<file path="src/rtl/aes_key_sched.sv">
// aes_key_sched: on-the-fly AES key expansion for AES-128/192/256 (NK = 4/6/8).
//
// Key words are loaded most-significant first and streamed through unchanged as
// w[0..NK-1]. The remaining words, up to w[4*Nr+3], are then generated at one
// word per cycle over a valid/ready handshake. SubWord goes through an external
// combinational S-box (sbox_in -> sbox_out), so this block holds no tables.
//
// Optional feature macro: KEY_SCHED_FINAL_KEY_EN adds final_key/final_key_valid,
// which hold the last NK-word window once expansion completes.
//
// Ports:
//   clk, reset_n        clock, asynchronous active-low reset
//   start               pulse; begins (or restarts) a key load
//   key_valid, key_in   cipher key word input
//   rk_valid, rk_ready  round-key output handshake
//   rk_word, rk_rnd     expanded word w[i] and its round index i/4
//   rk_last             marks w[4*Nr+3]
//   busy                high while loading or generating
//   sbox_in, sbox_out   shared S-box request/response
//   final_key(_valid)   last NK words (only with KEY_SCHED_FINAL_KEY_EN)
module aes_key_sched #(
  parameter int unsigned NK = 8
) (
  input  logic               clk,
  input  logic               reset_n,
  input  logic               start,
  input  logic               key_valid,
  input  logic [31:0]        key_in,
  output logic               rk_valid,
  input  logic               rk_ready,
  output logic [31:0]        rk_word,
  output logic [3:0]         rk_rnd,
  output logic               rk_last,
  output logic               busy,
  output logic [31:0]        sbox_in,
  input  logic [31:0]        sbox_out
`ifdef KEY_SCHED_FINAL_KEY_EN
  ,
  output logic [32*NK-1:0]   final_key,
  output logic               final_key_valid
`endif
);

  localparam int unsigned NR    = NK + 6;
  localparam int unsigned TOTAL = 4 * NR + 4;

  if (NK != 4 && NK != 6 && NK != 8) begin : g_bad_nk
    $error("aes_key_sched: NK must be 4, 6 or 8");
  end

  typedef enum logic [1:0] {StIdle, StLoad, StGen, StDone} state_e;

  state_e      state_q, state_d;
  logic [31:0] window_q [NK];
  logic [5:0]  cnt_q, cnt_d;       // index i of the next word to produce
  logic [2:0]  mod_q, mod_d;       // i mod NK, valid while generating
  logic [7:0]  rcon_q, rcon_d;
  logic        rk_valid_q, rk_valid_d;
  logic [31:0] rk_word_q, rk_word_d;
  logic [3:0]  rk_rnd_q, rk_rnd_d;
  logic        rk_last_q, rk_last_d;

  logic        shift_en;
  logic [31:0] shift_word;
  logic [31:0] last_w, temp, w_new;
  logic        gen_done, out_adv, at_rcon, at_sub;

  assign last_w   = window_q[NK-1];
  assign at_rcon  = (mod_q == 3'd0);
  assign at_sub   = (NK == 8) && (mod_q == 3'd4);
  assign gen_done = (cnt_q == 6'(TOTAL));
  assign out_adv  = !rk_valid_q || rk_ready;

  // sbox_out is SubWord of whatever sbox_in presents, so it already includes RotWord.
  always_comb begin
    if (at_rcon) begin
      temp = sbox_out ^ {rcon_q, 24'h0};
    end else if (at_sub) begin
      temp = sbox_out;
    end else begin
      temp = last_w;
    end
    w_new = window_q[0] ^ temp;
  end

  // State register.
  always_ff @(posedge clk or negedge reset_n) begin
    if (!reset_n) begin
      state_q <= StIdle;
    end else begin
      state_q <= state_d;
    end
  end

  // Next-state logic.
  always_comb begin
    state_d = state_q;
    if (start) begin
      state_d = StLoad;
    end else begin
      unique case (state_q)
        StLoad:  if (key_valid && cnt_q == 6'(NK - 1)) state_d = StGen;
        StGen:   if (gen_done && rk_valid_q && rk_ready) state_d = StDone;
        default: ;
      endcase
    end
  end

  // Outputs decoded from state and window.
  always_comb begin
    busy    = (state_q == StLoad) || (state_q == StGen);
    sbox_in = at_rcon ? {last_w[23:0], last_w[31:24]} : last_w;
  end

  // Datapath next-state.
  always_comb begin
    cnt_d      = cnt_q;
    mod_d      = mod_q;
    rcon_d     = rcon_q;
    rk_valid_d = rk_valid_q;
    rk_word_d  = rk_word_q;
    rk_rnd_d   = rk_rnd_q;
    rk_last_d  = rk_last_q;
    shift_en   = 1'b0;
    shift_word = key_in;
    if (start) begin
      cnt_d      = '0;
      mod_d      = '0;
      rcon_d     = 8'h01;
      rk_valid_d = 1'b0;
      rk_last_d  = 1'b0;
    end else begin
      unique case (state_q)
        StLoad: begin
          if (key_valid) begin
            shift_en   = 1'b1;
            rk_word_d  = key_in;
            rk_valid_d = 1'b1;
            rk_rnd_d   = cnt_q[5:2];
            rk_last_d  = 1'b0;
            cnt_d      = cnt_q + 6'd1;
          end else if (rk_ready) begin
            rk_valid_d = 1'b0;
          end
        end
        StGen: begin
          if (gen_done) begin
            if (rk_valid_q && rk_ready) begin
              rk_valid_d = 1'b0;
              rk_last_d  = 1'b0;
            end
          end else if (out_adv) begin
            shift_en   = 1'b1;
            shift_word = w_new;
            rk_word_d  = w_new;
            rk_valid_d = 1'b1;
            rk_rnd_d   = cnt_q[5:2];
            rk_last_d  = (cnt_q == 6'(TOTAL - 1));
            cnt_d      = cnt_q + 6'd1;
            mod_d      = (mod_q == 3'(NK - 1)) ? 3'd0 : mod_q + 3'd1;
            if (at_rcon) begin
              rcon_d = {rcon_q[6:0], 1'b0} ^ (rcon_q[7] ? 8'h1b : 8'h00);
            end
          end
        end
        default: ;
      endcase
    end
  end

  always_ff @(posedge clk or negedge reset_n) begin
    if (!reset_n) begin
      cnt_q      <= '0;
      mod_q      <= '0;
      rcon_q     <= 8'h01;
      rk_valid_q <= 1'b0;
      rk_word_q  <= '0;
      rk_rnd_q   <= '0;
      rk_last_q  <= 1'b0;
    end else begin
      cnt_q      <= cnt_d;
      mod_q      <= mod_d;
      rcon_q     <= rcon_d;
      rk_valid_q <= rk_valid_d;
      rk_word_q  <= rk_word_d;
      rk_rnd_q   <= rk_rnd_d;
      rk_last_q  <= rk_last_d;
    end
  end

  // window_q[0] holds w[i-NK], window_q[NK-1] holds w[i-1].
  always_ff @(posedge clk or negedge reset_n) begin
    if (!reset_n) begin
      for (int unsigned j = 0; j < NK; j++) window_q[j] <= '0;
    end else if (shift_en) begin
      for (int unsigned j = 0; j < NK - 1; j++) window_q[j] <= window_q[j+1];
      window_q[NK-1] <= shift_word;
    end
  end

  assign rk_valid = rk_valid_q;
  assign rk_word  = rk_word_q;
  assign rk_rnd   = rk_rnd_q;
  assign rk_last  = rk_last_q;

`ifdef KEY_SCHED_FINAL_KEY_EN
  always_ff @(posedge clk or negedge reset_n) begin
    if (!reset_n) begin
      final_key       <= '0;
      final_key_valid <= 1'b0;
    end else if (start) begin
      final_key       <= '0;
      final_key_valid <= 1'b0;
    end else if (state_q == StGen && state_d == StDone) begin
      // Newest word (w[4*Nr+3]) lands in the LSBs.
      for (int unsigned j = 0; j < NK; j++) final_key[32*(NK-1-j) +: 32] <= window_q[j];
      final_key_valid <= 1'b1;
    end
  end
`endif

endmodule

</file>
<file path="config.mk">
export PLATFORM = sky130hd
export DESIGN_NAME = aes_key_sched
export DESIGN_NICKNAME = d
export VERILOG_FILES = /design/src/rtl/aes_key_sched.sv
export SDC_FILE = /design/constraint.sdc
export NUM_CORES = 1
export LEC_CHECK = 0
export CORE_ASPECT_RATIO = 1.1
export CORE_MARGIN = 10
export CORE_UTILIZATION = 55
export CTS_CLUSTER_SIZE = 30
export DETAILED_ROUTE_END_ITERATION = 10
export GPL_TIMING_DRIVEN = 1
export PLACE_DENSITY = 0.83
export RECOVER_POWER = 100
export SETUP_SLACK_MARGIN = 0.05
export SLEW_MARGIN = 15
export SYNTH_ARGS = -nofsm -noshare
export SYNTH_HDL_FRONTEND = slang
export SYNTH_SLANG_ARGS = --single-unit
</file>
<file path="constraint.sdc">
create_clock -name clk -period 3.01 [get_ports clk]
set_clock_uncertainty 0.05 [all_clocks]
set_input_delay 0.602 -clock clk [delete_from_list [all_inputs] [get_ports clk]]
set_output_delay 0.602 -clock clk [all_outputs]
set_load 0.1 [all_outputs]
</file>
==> metrics.cfg, run 1 <==
[setup_path]
r2r_cells=9
critPathArrivalTime_ps=2230
rr_startpoint=cnt_q[0]
cp_cell_sequence=inv_1, ha_1, nor2b_4, buf_12, mux2_1, buf_12
crit_start=mod_q[0]
crit_path_end_kind=output port
worst_path_largest_cell_delay_ps=420
cpMostUsedCell=buf_12
critPathMaxFanout=32
crit_type=flip-flop to output port
cp_slowest_cell=mux2_1
r2r_end=rk_word[12]
r2r_slack_ps=310
crit_family=buffers and inverters
cp_num_buf_inv=3
required_ps=2360
start_kind=flip-flop

[final_layout]
finalInstanceArea_um2=16730
final_layout_size_suffix_gt1_share_pct=16.89
postLayoutCoreUtil_pct=64.18
nets=1231
fin_cells=1531
syn2layout_area_growth_pct=15.00

[min_path]
holdCritPathClass=flip-flop to flip-flop
hold_end=window_q[132]
hold_depth=1
min-delay-start=window_q[100]

[yosys]
syn-instance-count=1021
synthesis.area_um2=14550
synth_nets=1097
yosys_warnings=0
synth_cell_types=44
yosys_register_bits=313
syn_area_per_cell_um2=14.25
async_flop_share_pct=100.0
synth_edf_count=0
dominantRegCellSynth=dfrtp_1
synth.yosys.seq_area_share_pct=53.85

[pwr]
p_per_area_nw_per_um2=813.6
leakage_nw=7.787
p_clk_share_pct=30.2
power.switching_mw=4.233
sequentialPowerShare_pct=46.7
pwr-share-comb_pct=23.1
switching_share_pct=31.10
vdd_drop_max_mv=0.5549
internal_power_mw=9.378

[sta]
rsz0062_at_grt=no
hold_violations=0
slew_headroom_pct=-41.19
tightest_slew_ps=2118
period_needed_ps=2882
fin_tns_setup_ps=0
drv_slew=84
setup_viol=0
fmax_ghz=0.3469
fin_crit_sh_pct=95.76

[place]
io_buffer_count=139
globalplace.congestion=0.8105
place_inst=1473
place_hpwl_um=21480
place_area_um2=16420

[clock_tree]
path_clk_slew_ps=70
clock-sinks=313
clk_path_buf_depth=3
ctsRootBufferMaster=clkbuf_16
cts_max_level=1
cts_buffers=31
cts_tree=done
post_cts_buffers=0
clock_latency_ps=550

[global_routing]
grt_max_degree=87
grt.overflow.total=0
grt_pass1_wl_um=51300
gr-usage-all-layers_pct=18.94
antenna_found_initial=1
grt_pass1_vias=9306

[floorplanning]
rows=62
pin_count=140
chipHeight_um=190.6
fp.dieArea_um2=33360
fp.coreArea_um2=26070
die_x_um=175.1
start_util_pct=55.81

[route]
drt_wl_total_um=31600
ant_nets=0
initialDrtViolationCount=551
drt_first_pass_iters=5
drcViolationCount=0
avgViaCountPerCell=5.507
dr_total_vias=8431
wl_per_cell_um=20.64

[run_status]
run_status=finished, violations left
failed_checks=max-capacitance violations, max-slew violations

[job]
drv_cap=1

==> layout by cell type, fill, tap and decap left out, drive strengths merged, types with 3 or more instances in the layout <==
| master | count |
|---|---|
| dfrtp | 312 |
| ha | 7 |
| xnor2 | 32 |
| xor2 | 8 |
| mux2i | 79 |
| nor4 | 4 |
| clkinv | 6 |
| o21ai | 26 |
| clkdlybuf4s50 | 67 |
| nand3 | 5 |
| nand4b | 8 |
| mux2 | 269 |
| inv | 10 |
| clkbuf | 90 |
| a211o | 3 |
| buf | 50 |
| nor2b | 11 |
| o221ai | 16 |
| a21oi | 36 |
| nor3 | 4 |
| nor2 | 53 |
| a211oi | 3 |
| nand2 | 46 |
| bufinv | 5 |
| nand2b | 11 |
==> synth_stat cells, drive strengths merged, types with 11 or more instances <==
library cell | number | share of area (%)
dfrtp | 312 | 54
mux2 | 269 | 25
mux2i | 79 | 5.4
buf | 53 | 3.2
nor2 | 53 | 1.4
nand2 | 46 | 1.2
a21oi | 36 | 1.2
xnor2 | 32 | 1.9
o21ai | 26 | 0.89
o221ai | 16 | 0.96
clkbuf | 11 | 0.28
nand2b | 11 | 0.47
nor2b | 11 | 0.47
==> stage by stage <==
step                setup WS, ps  power, mW  hold WS [ps]
floorplan                  464.6      9.187         256.4
global placement           159.6      10.14         431.0
detailed placement         118.6      10.37         440.8
CTS                        56.47      14.57         20.35
global route               35.23      14.24         445.4
finish                     127.6      13.61         422.9
==> power by group through the flow <==
| stage | clock network [mW] | logic [mW] | registers [mW] |
|---|---|---|---|
| final | 4.11 | 3.14 | 6.36 |
| after global placement | 0 | 3.76 | 6.39 |
| after floorplan | 0 | 2.61 | 6.58 |
| after CTS | 4.19 | 3.94 | 6.44 |
| after global routing | 4.37 | 3.36 | 6.52 |
| after detailed placement | 0 | 3.90 | 6.47 |
==> state kept, by name (all words and copies together) (netlist names) <==
name      cells
window_q    224
last_w       32
rk_word      32
rcon_q        8
cnt_q         6
rk_rnd        4
mod_q         3
state_q       2
rk_last       1
rk_valid      1
==> cell families after synthesis <==
| family | Yosys count | synth area share, % |
|---|---|---|
| buffers and inverters | 73 | 3.672 |
| DFF | 313 | 53.85 |
| AOI/OAI and AO/OA | 91 | 4.017 |
| xor gates and xnor gates | 40 | 2.408 |
| muxes | 348 | 30.54 |
| adders and majority gates | 7 | 0.6020 |
| and+or+nand+nor | 149 | 4.911 |
==> worst register-to-register path: stages, from the launching register on <==
cell and delay, ps:
dfrtp_1 410, inv_1 60, ha_1 200, nand3_1 200, o21ai_0 170, a2111oi_4 370, clkbuf_4 620, buf_4 360
nor2_1 60, a21oi_1 130
==> worst max path at each step <==
stage	to	slack, ps	cells after the start
2_1_floorplan	sbox_in[10]	460	6
3_3_place_gp	window_q[238]	160	6
3_5_place_dp	window_q[238]	120	6
4_1_cts	sbox_in[1]	60	6
5_1_grt	sbox_in[0]	40	6
6_report	sbox_in[0]	130	6
==> layer usage <==
metal / track usage, % / routed length (µm)
met1: 23.48 / 13130
met3: 2.278 / 978
met5: 0 / 0
met2: 32.81 / 16050
met4: 8.222 / 1447
==> final cells by class <==
class	instances	area, µm²
fillers	2054	9335
flip-flops and latches	313	7834
multi-input cells	635	5598
repair buffers	165	1720
clock buffers	43	900.9
well taps	352	440.4
clock inverters	13	200.2
inverters	9	33.78
diodes	1	2.502
==> timing repair <==
| item | 4_1_cts | 5_1_grt |
|---|---|---|
| resized for setup | 1 | 2 |
| gates cloned | 0 | 0 |
| endpoints found under the setup margin | 32 | 32 |
| hold buffers | 0 | 1 |
| endpoints found under the hold margin | 0 | 2 |
Note: power is estimated with default switching activity, not from simulation.
==> run 2, diff against run 1 <==
--- a/config.mk
+++ b/config.mk
@@ -6,11 +6,10 @@
 export NUM_CORES = 1
 export LEC_CHECK = 0
 export CORE_ASPECT_RATIO = 1.1
-export CORE_MARGIN = 10
 export CORE_UTILIZATION = 55
 export CTS_CLUSTER_SIZE = 30
 export DETAILED_ROUTE_END_ITERATION = 10
-export GPL_TIMING_DRIVEN = 1
+export GPL_TIMING_DRIVEN = 0
 export PLACE_DENSITY = 0.83
 export RECOVER_POWER = 100
 export SETUP_SLACK_MARGIN = 0.05
==> run 2 against run 1 <==
Net effect:
- the flow still finishes with violations (max-capacitance violations, max-slew violations)
- combinational power grew 5%
- fmax decreased by 1.6%
- non-clock buffer count up 41
- cell count is 2.8% higher
- global-route usage up 8.6 points
- count of clock-buffer cells in the layout grew 5
- cell area grew 2.0%
- first-iteration DRC count shrank 12%
- worst setup slack worse by 48 ps
- core utilization increased by 1.3 points
- die area decreased by 19%
- highest routed layer unchanged
==> metrics.cfg, run 2 (synthesized netlist as in run 1, its figures left out) <==
[setup_path]
crit_type=flip-flop to output port
crit_path_end_kind=output port
start_kind=flip-flop
required_ps=2360  ; about the same
critPathMaxFanout=10  ; -69%
critPathArrivalTime_ps=2280  ; +50 ps

[final_layout]
largest_reg_flops=224  ; unchanged
most-common-layout-cells=312 x dfrtp_1, 131 x mux2_1, 88 x mux2_2
fillers=1958  ; -4.7%
ff_latch_area_um2=7834  ; unchanged
antenna_cells=0  ; -1
nets=1275  ; +3.6%
top_register=window_q
final_common_cell=dfrtp_1
final_layout_size_suffix_gt1_share_pct=23.00  ; +6.1 points
fin_cells=1574  ; +2.8%
syn2layout_area_growth_pct=17.27
multi_input_area_um2=5731  ; +2.4%

[route]
dr_total_vias=8904  ; +5.6%
avgViaCountPerCell=5.657  ; +2.7%
drt_wl_total_um=35180  ; +11%
ant_nets=0  ; unchanged
wl_per_cell_um=22.35  ; +8.3%
initialDrtViolationCount=485  ; -12%
drcViolationCount=0  ; unchanged
drt_first_pass_iters=5  ; unchanged

[global_routing]
gr-usage-all-layers_pct=27.55  ; +8.6 points
grt_pass1_vias=9790  ; +5.2%
grt_max_degree=103  ; +18%
grt_pass1_wl_um=56280  ; +9.7%
grt.overflow.total=0  ; unchanged
antenna_found_initial=0  ; -1

[clock_tree]
clock-sinks=313  ; unchanged
clk_path_buf_depth=3  ; unchanged
cts_buffers=34  ; +9.7%
cts_tree=done
ctsRootBufferMaster=clkbuf_16
cts_max_level=2  ; +1
path_clk_slew_ps=60  ; about the same
clock_latency_ps=520  ; -30 ps
cts_hold_buffers=0  ; unchanged

[run_status]
failed_checks=max-capacitance violations, max-slew violations
run_status=finished, violations left

[pwr]
leakage_nw=8.070  ; +3.6%
finalPower_mw=13.98  ; +2.7%
p_per_area_nw_per_um2=819.3  ; +0.69%
vdd_drop_max_mv=0.4748  ; -14%

[floorplanning]
pin_count=140  ; unchanged
fp.coreArea_um2=26070  ; unchanged
fp.dieArea_um2=27110  ; -19%
start_util_pct=55.81  ; unchanged
die_x_um=157.1  ; -10%
rows=62  ; unchanged
chipHeight_um=172.6  ; -9.4%

[place]
globalplace.congestion=0.8661  ; +6.9%
place_hpwl_um=23890  ; +11%
place_ws_ps=-778.4  ; -896.9 ps
io_buffer_count=138  ; -0.72%
place_inst=1514  ; +2.8%

[sta]
setup_viol=0  ; unchanged
period_needed_ps=2930  ; +47.77 ps
drv_slew=72  ; -14%
hold_violations=0  ; unchanged
rsz0062_at_grt=yes
fmax_ghz=0.3413  ; -1.6%
finalWorstSetupSlack_ps=79.84  ; -47.77 ps
tightest_slew_ps=1809  ; -308.6 ps
slew_headroom_pct=-20.62  ; +21 points
fin_crit_sh_pct=97.35  ; +1.6 points

[min_path]
holdCritPathClass=flip-flop to flip-flop

[job]
drv_cap=1  ; unchanged

==> run 2: where the power goes <==
group | internal (mW) | switching [mW]
logic | 1.50 | 1.79
clock network | 2.59 | 1.69
registers | 5.51 | 0.900
total | 9.60 | 4.37
==> run 2: what timing repair did <==
action | CTS | global route
buffers inserted | 0 | 1
setup endpoints to repair | 33 | 33
resized for setup | 228 | 18
==> run 2: final cells by class <==
cell class,count,area share (%)
Inverter,9,0.1980
Buffer,64,2.398
Multi-Input combinational cell,635,33.59
Clock buffer,48,5.655
Tap cell,352,2.582
Timing Repair Buffer,142,8.676
Clock inverter,11,0.9828
Sequential cell,313,45.92
==> run 2: path summary, 6_finish.rpt <==
check / start / end / slack, ps / cells after the start
hold / removal: window_q[103] / window_q[135] / 430 / 1
setup reg to reg: cnt_q[0] / window_q[212] / 200 / 9
max in group asynchronous: reset_n / window_q[250] / 650 / 3
min in group asynchronous: reset_n / last_w[15] / 520 / 1
setup / recovery: mod_q[0] / sbox_in[17] / 80 / 7
hold reg to reg: window_q[103] / window_q[135] / 430 / 1
==> run 2: worst max-delay path, cell delays in order (launching register included) <==
cell	delay (ps)
dfrtp_1	420
inv_2	90
ha_4	170
nor2b_1	140
buf_4	190
buf_8	150
mux2_1	380
buf_6	210
==> run 2: layer usage <==
layer  global-route usage (%)  vias to the layer above  routed length, µm
met4                    12.10                        0               1383
met5                        0                        -                  0
met3                    5.338                       81               1770
met2                    45.19                      261              17660
li1                         -                     3953                  -
met1                    35.54                     4609              14370
==> run 2: metrics by stage <==
| stage | hold slack, ps | instance area (µm²) | setup TNS, ps | util [%] |
|---|---|---|---|---|
| 2_1_floorplan | 256.4 | 14550 | 0 | - |
| 4_1_cts | 12.32 | 17630 | 0 | 67.65 |
| 5_1_grt | 445.9 | 17060 | 0 | 65.45 |
| 3_5_place_dp | 439.7 | 16460 | -24470 | 63.14 |
| 6_report | 426.2 | 17060 | 0 | 65.45 |
| 3_3_place_gp | 432.0 | 16370 | -3711840 | 62.80 |
==> run 3, diff against run 2 <==
--- a/config.mk
+++ b/config.mk
@@ -5,12 +5,13 @@
 export SDC_FILE = /design/constraint.sdc
 export NUM_CORES = 1
 export LEC_CHECK = 0
+export ABC_AREA = 1
 export CORE_ASPECT_RATIO = 1.1
-export CORE_UTILIZATION = 55
+export CORE_UTILIZATION = 38
 export CTS_CLUSTER_SIZE = 30
 export DETAILED_ROUTE_END_ITERATION = 10
 export GPL_TIMING_DRIVEN = 0
-export PLACE_DENSITY = 0.83
+export PLACE_DENSITY = 0.63
 export RECOVER_POWER = 100
 export SETUP_SLACK_MARGIN = 0.05
 export SLEW_MARGIN = 15
==> run 3 against run 2 <==
Net effect:
- the flow still finishes with violations (max-capacitance violations, max-slew violations)
- sequential cell count stayed put
- largest cell class unchanged
- count of clock-buffer cells in the layout is 4 lower
- critical path depth grew 1
- critical endpoint is now sbox_in[16]
- synthesized cell count is 80% higher
- cell count grew 61%
- fmax up 2.1%
- critical path type unchanged
- register-to-register slack got worse by 50 ps
- core utilization fell by 18 points
- worst setup slack gained 60 ps
- worst hold slack worse by 55 ps
- die area increased by 42%
- combinational power rose to 3.1 times the previous value
==> metrics.cfg, run 3 <==
[setup_path]
critPathMaxFanout=10  ; unchanged
cpMostUsedCell=inv_1
worst_path_largest_cell_delay_ps=370  ; -50 ps
crit_type=flip-flop to output port
cp_cell_sequence=inv_1, ha_2, inv_1, nor2_4, clkbuf_8, clkbuf_4, o21ai_1, buf_6
start_kind=flip-flop
required_ps=2360  ; about the same
critPathArrivalTime_ps=2220  ; -60 ps
cp_slowest_cell=dfrtp_1
crit_path_end_kind=output port

[pwr]
vdd_drop_max_mv=1.006  ; +110%
p_per_area_nw_per_um2=1204  ; +47%
sequentialPowerShare_pct=33.0  ; -13 points
p_clk_share_pct=19.2  ; -11 points
power.switching_mw=10.37  ; +140%
finalPower_mw=21.13  ; +51%
pwr-share-comb_pct=47.8  ; +24 points
switching_share_pct=49.08  ; +18 points
leakage_nw=9.184  ; +14%
internal_power_mw=10.76  ; +12%

[clock_tree]
clk_path_buf_depth=3  ; unchanged
clock-sinks=313  ; unchanged
clock_latency_ps=510  ; about the same
ctsRootBufferMaster=clkbuf_16
cts_buffers=34  ; unchanged
cts_tree=done
cts_max_level=2  ; unchanged
path_clk_slew_ps=60  ; about the same

[route]
avgViaCountPerCell=4.958  ; -12%
ant_nets=0  ; unchanged
dr_total_vias=12545  ; +41%
drt_first_pass_iters=6  ; +1
wl_per_cell_um=17.30  ; -23%
drcViolationCount=0  ; unchanged
drt_wl_total_um=43760  ; +24%
initialDrtViolationCount=860  ; +77%

[floorplanning]
chipHeight_um=205.7  ; +19%
fp.dieArea_um2=38510  ; +42%
die_x_um=187.2  ; +19%
start_util_pct=38.62  ; -17 points
pin_count=140  ; unchanged
rows=74  ; +19%
fp.coreArea_um2=37130  ; +42%

[place]
place_hpwl_um=31790  ; +33%
io_buffer_count=138  ; unchanged
place_area_um2=16430  ; -0.15%
globalplace.congestion=0.8701  ; +0.46%

[global_routing]
grt_pass1_wl_um=68930  ; +22%
antenna_found_initial=0  ; unchanged
grt_pass1_vias=12408  ; +27%
grt_max_degree=90  ; -13%
grt.overflow.total=0  ; unchanged
gr-usage-all-layers_pct=23.14  ; -4.4 points

[yosys]
dominantRegCellSynth=dfrtp_1
yosys_warnings=0  ; unchanged
yosys.area.top_type=dfrtp_1
synth_nets=1913  ; +74%
synth_area_leaders=dfrtp_1 54%, nand2_1 21%, o21ai_0 5.9%
synthesis.area_um2=14340  ; -1.4%
synth_edf_count=0  ; unchanged
synth.yosys.seq_area_share_pct=54.63  ; +0.78 points
syn-instance-count=1837  ; +80%
synth_cell_types=31  ; -30%
synth_top_area_share_pct=54.45  ; +0.78 points
synth.most_common_cell=nand2_1
async_flop_share_pct=100.0  ; unchanged
yosys_register_bits=313  ; unchanged
synth_common_cells=808 x nand2_1, 312 x dfrtp_1, 170 x o21ai_0
syn_area_per_cell_um2=7.806  ; -45%

[sta]
fin_crit_sh_pct=95.36  ; -2.0 points
period_needed_ps=2870  ; -59.82 ps
setup_viol=0  ; unchanged
fmax_ghz=0.3484  ; +2.1%
hold_violations=0  ; unchanged
drv_slew=89  ; +24%
tightest_slew_ps=2272  ; +462.8 ps
rsz0062_at_grt=yes
slew_headroom_pct=-51.47  ; -31 points
whs_ps=371.7  ; -54.56 ps

[final_layout]
final_common_cell=nand2_1
finalInstanceArea_um2=17560  ; +2.9%
final_layout_size_suffix_gt1_share_pct=10.17  ; -13 points
top_register=window_q
nets=2091  ; +64%
largest_reg_flops=224  ; unchanged
most-common-layout-cells=808 x nand2_1, 312 x dfrtp_1, 167 x inv_1
syn2layout_area_growth_pct=22.45
antenna_cells=0  ; unchanged

[job]
drv_cap=1  ; unchanged

[run_status]
failed_checks=max-capacitance violations, max-slew violations
run_status=finished, violations left

[min_path]
holdCritPathClass=primary input to flip-flop

run 3: changes by cell type after synthesis, moves of 19 or more:
cell / change
buf_4: +22
nor2_1: +22
nand3_1: +122
nand2_1: +762
mux2_2: -103
xnor2_1: -32
o21ai_0: +146
mux2_4: -166
or2_2: +19
mux2i_1: -79
a21oi_1: -20
inv_1: +156
run 3: worst paths after layout:
path	start	cells after the start	endpoint	slack, ps
setup / recovery	mod_q[0]	8	sbox_in[16]	140
hold / removal	start	2	state_q[1]	370
setup reg to reg	cnt_q[0]	11	last_w[0]	150
hold reg to reg	window_q[145]	2	window_q[177]	410
max in group asynchronous	reset_n	3	window_q[176]	480
min in group asynchronous	reset_n	1	rk_word[29]	720
run 3: logic make-up after synthesis:
logic type | after synthesis | share of synthesized area, %
buf+inv | 262 | 7.906
xor+xnor | 3 | 0.1833
simple gates | 1044 | 29.25
flops | 313 | 54.63
compound gates | 208 | 7.417
fa+ha+maj | 7 | 0.6108
run 3: timing repair:
item,in CTS,in global routing
setup buffers,1,0
pin swaps,1,0
endpoints found under the setup margin,33,30
resized for setup,239,48
hold buffers,0,0
run 3: area by class of cell:
cell class / instances / area (µm²)
Buffer: 92 / 494.2
Clock buffer: 44 / 929.6
Clock inverter: 13 / 121.4
Fill cell: 3674 / 19570
Inverter: 170 / 638.1
Multi-Input combinational cell: 1262 / 5482
Sequential cell: 313 / 7834
Tap cell: 494 / 618.1
Timing Repair Buffer: 142 / 1441
run 3: worst max-delay path: cells and delay by family (launching register included):
family          cells  cell delay, ps
simple gates        1              50
flops               1             370
compound gates      1             260
fa+ha+maj           1             200
buf+inv             5             830
run 3: through the flow:
stage | setup TNS, ps | utilization, % | instances | worst slack [ps]
global placement | -3906440 | 44.03 | 2469 | -12420
floorplan | -4935 | - | 1837 | -164.5
CTS | 0 | 47.32 | 2530 | 27.83
global route | 0 | 47.29 | 2530 | 21.37
finish | 0 | 47.29 | 2530 | 139.7
detailed placement | -32860 | 44.26 | 2472 | -1146
run 3: per-layer routing:
| metal | wire [µm] | GRT usage (%) | vias to the layer above |
|---|---|---|---|
| li1 | - | - | 6033 |
| met1 | 19030 | 30.45 | 6081 |
| met2 | 21070 | 39.31 | 357 |
| met3 | 2540 | 3.786 | 74 |
| met4 | 1114 | 6.704 | 0 |
| met5 | 0 | 0 | - |
run 3: power groups by stage:
stage                     registers [mW]  logic, mW  clock network, mW
final                               6.98       10.1               4.06
after global routing                7.17       10.9               4.27
after CTS                           6.98       10.1               4.12
after detailed placement            7.03       9.93                  0
after global placement              7.01       9.80                  0
after floorplan                     8.31       5.60                  0
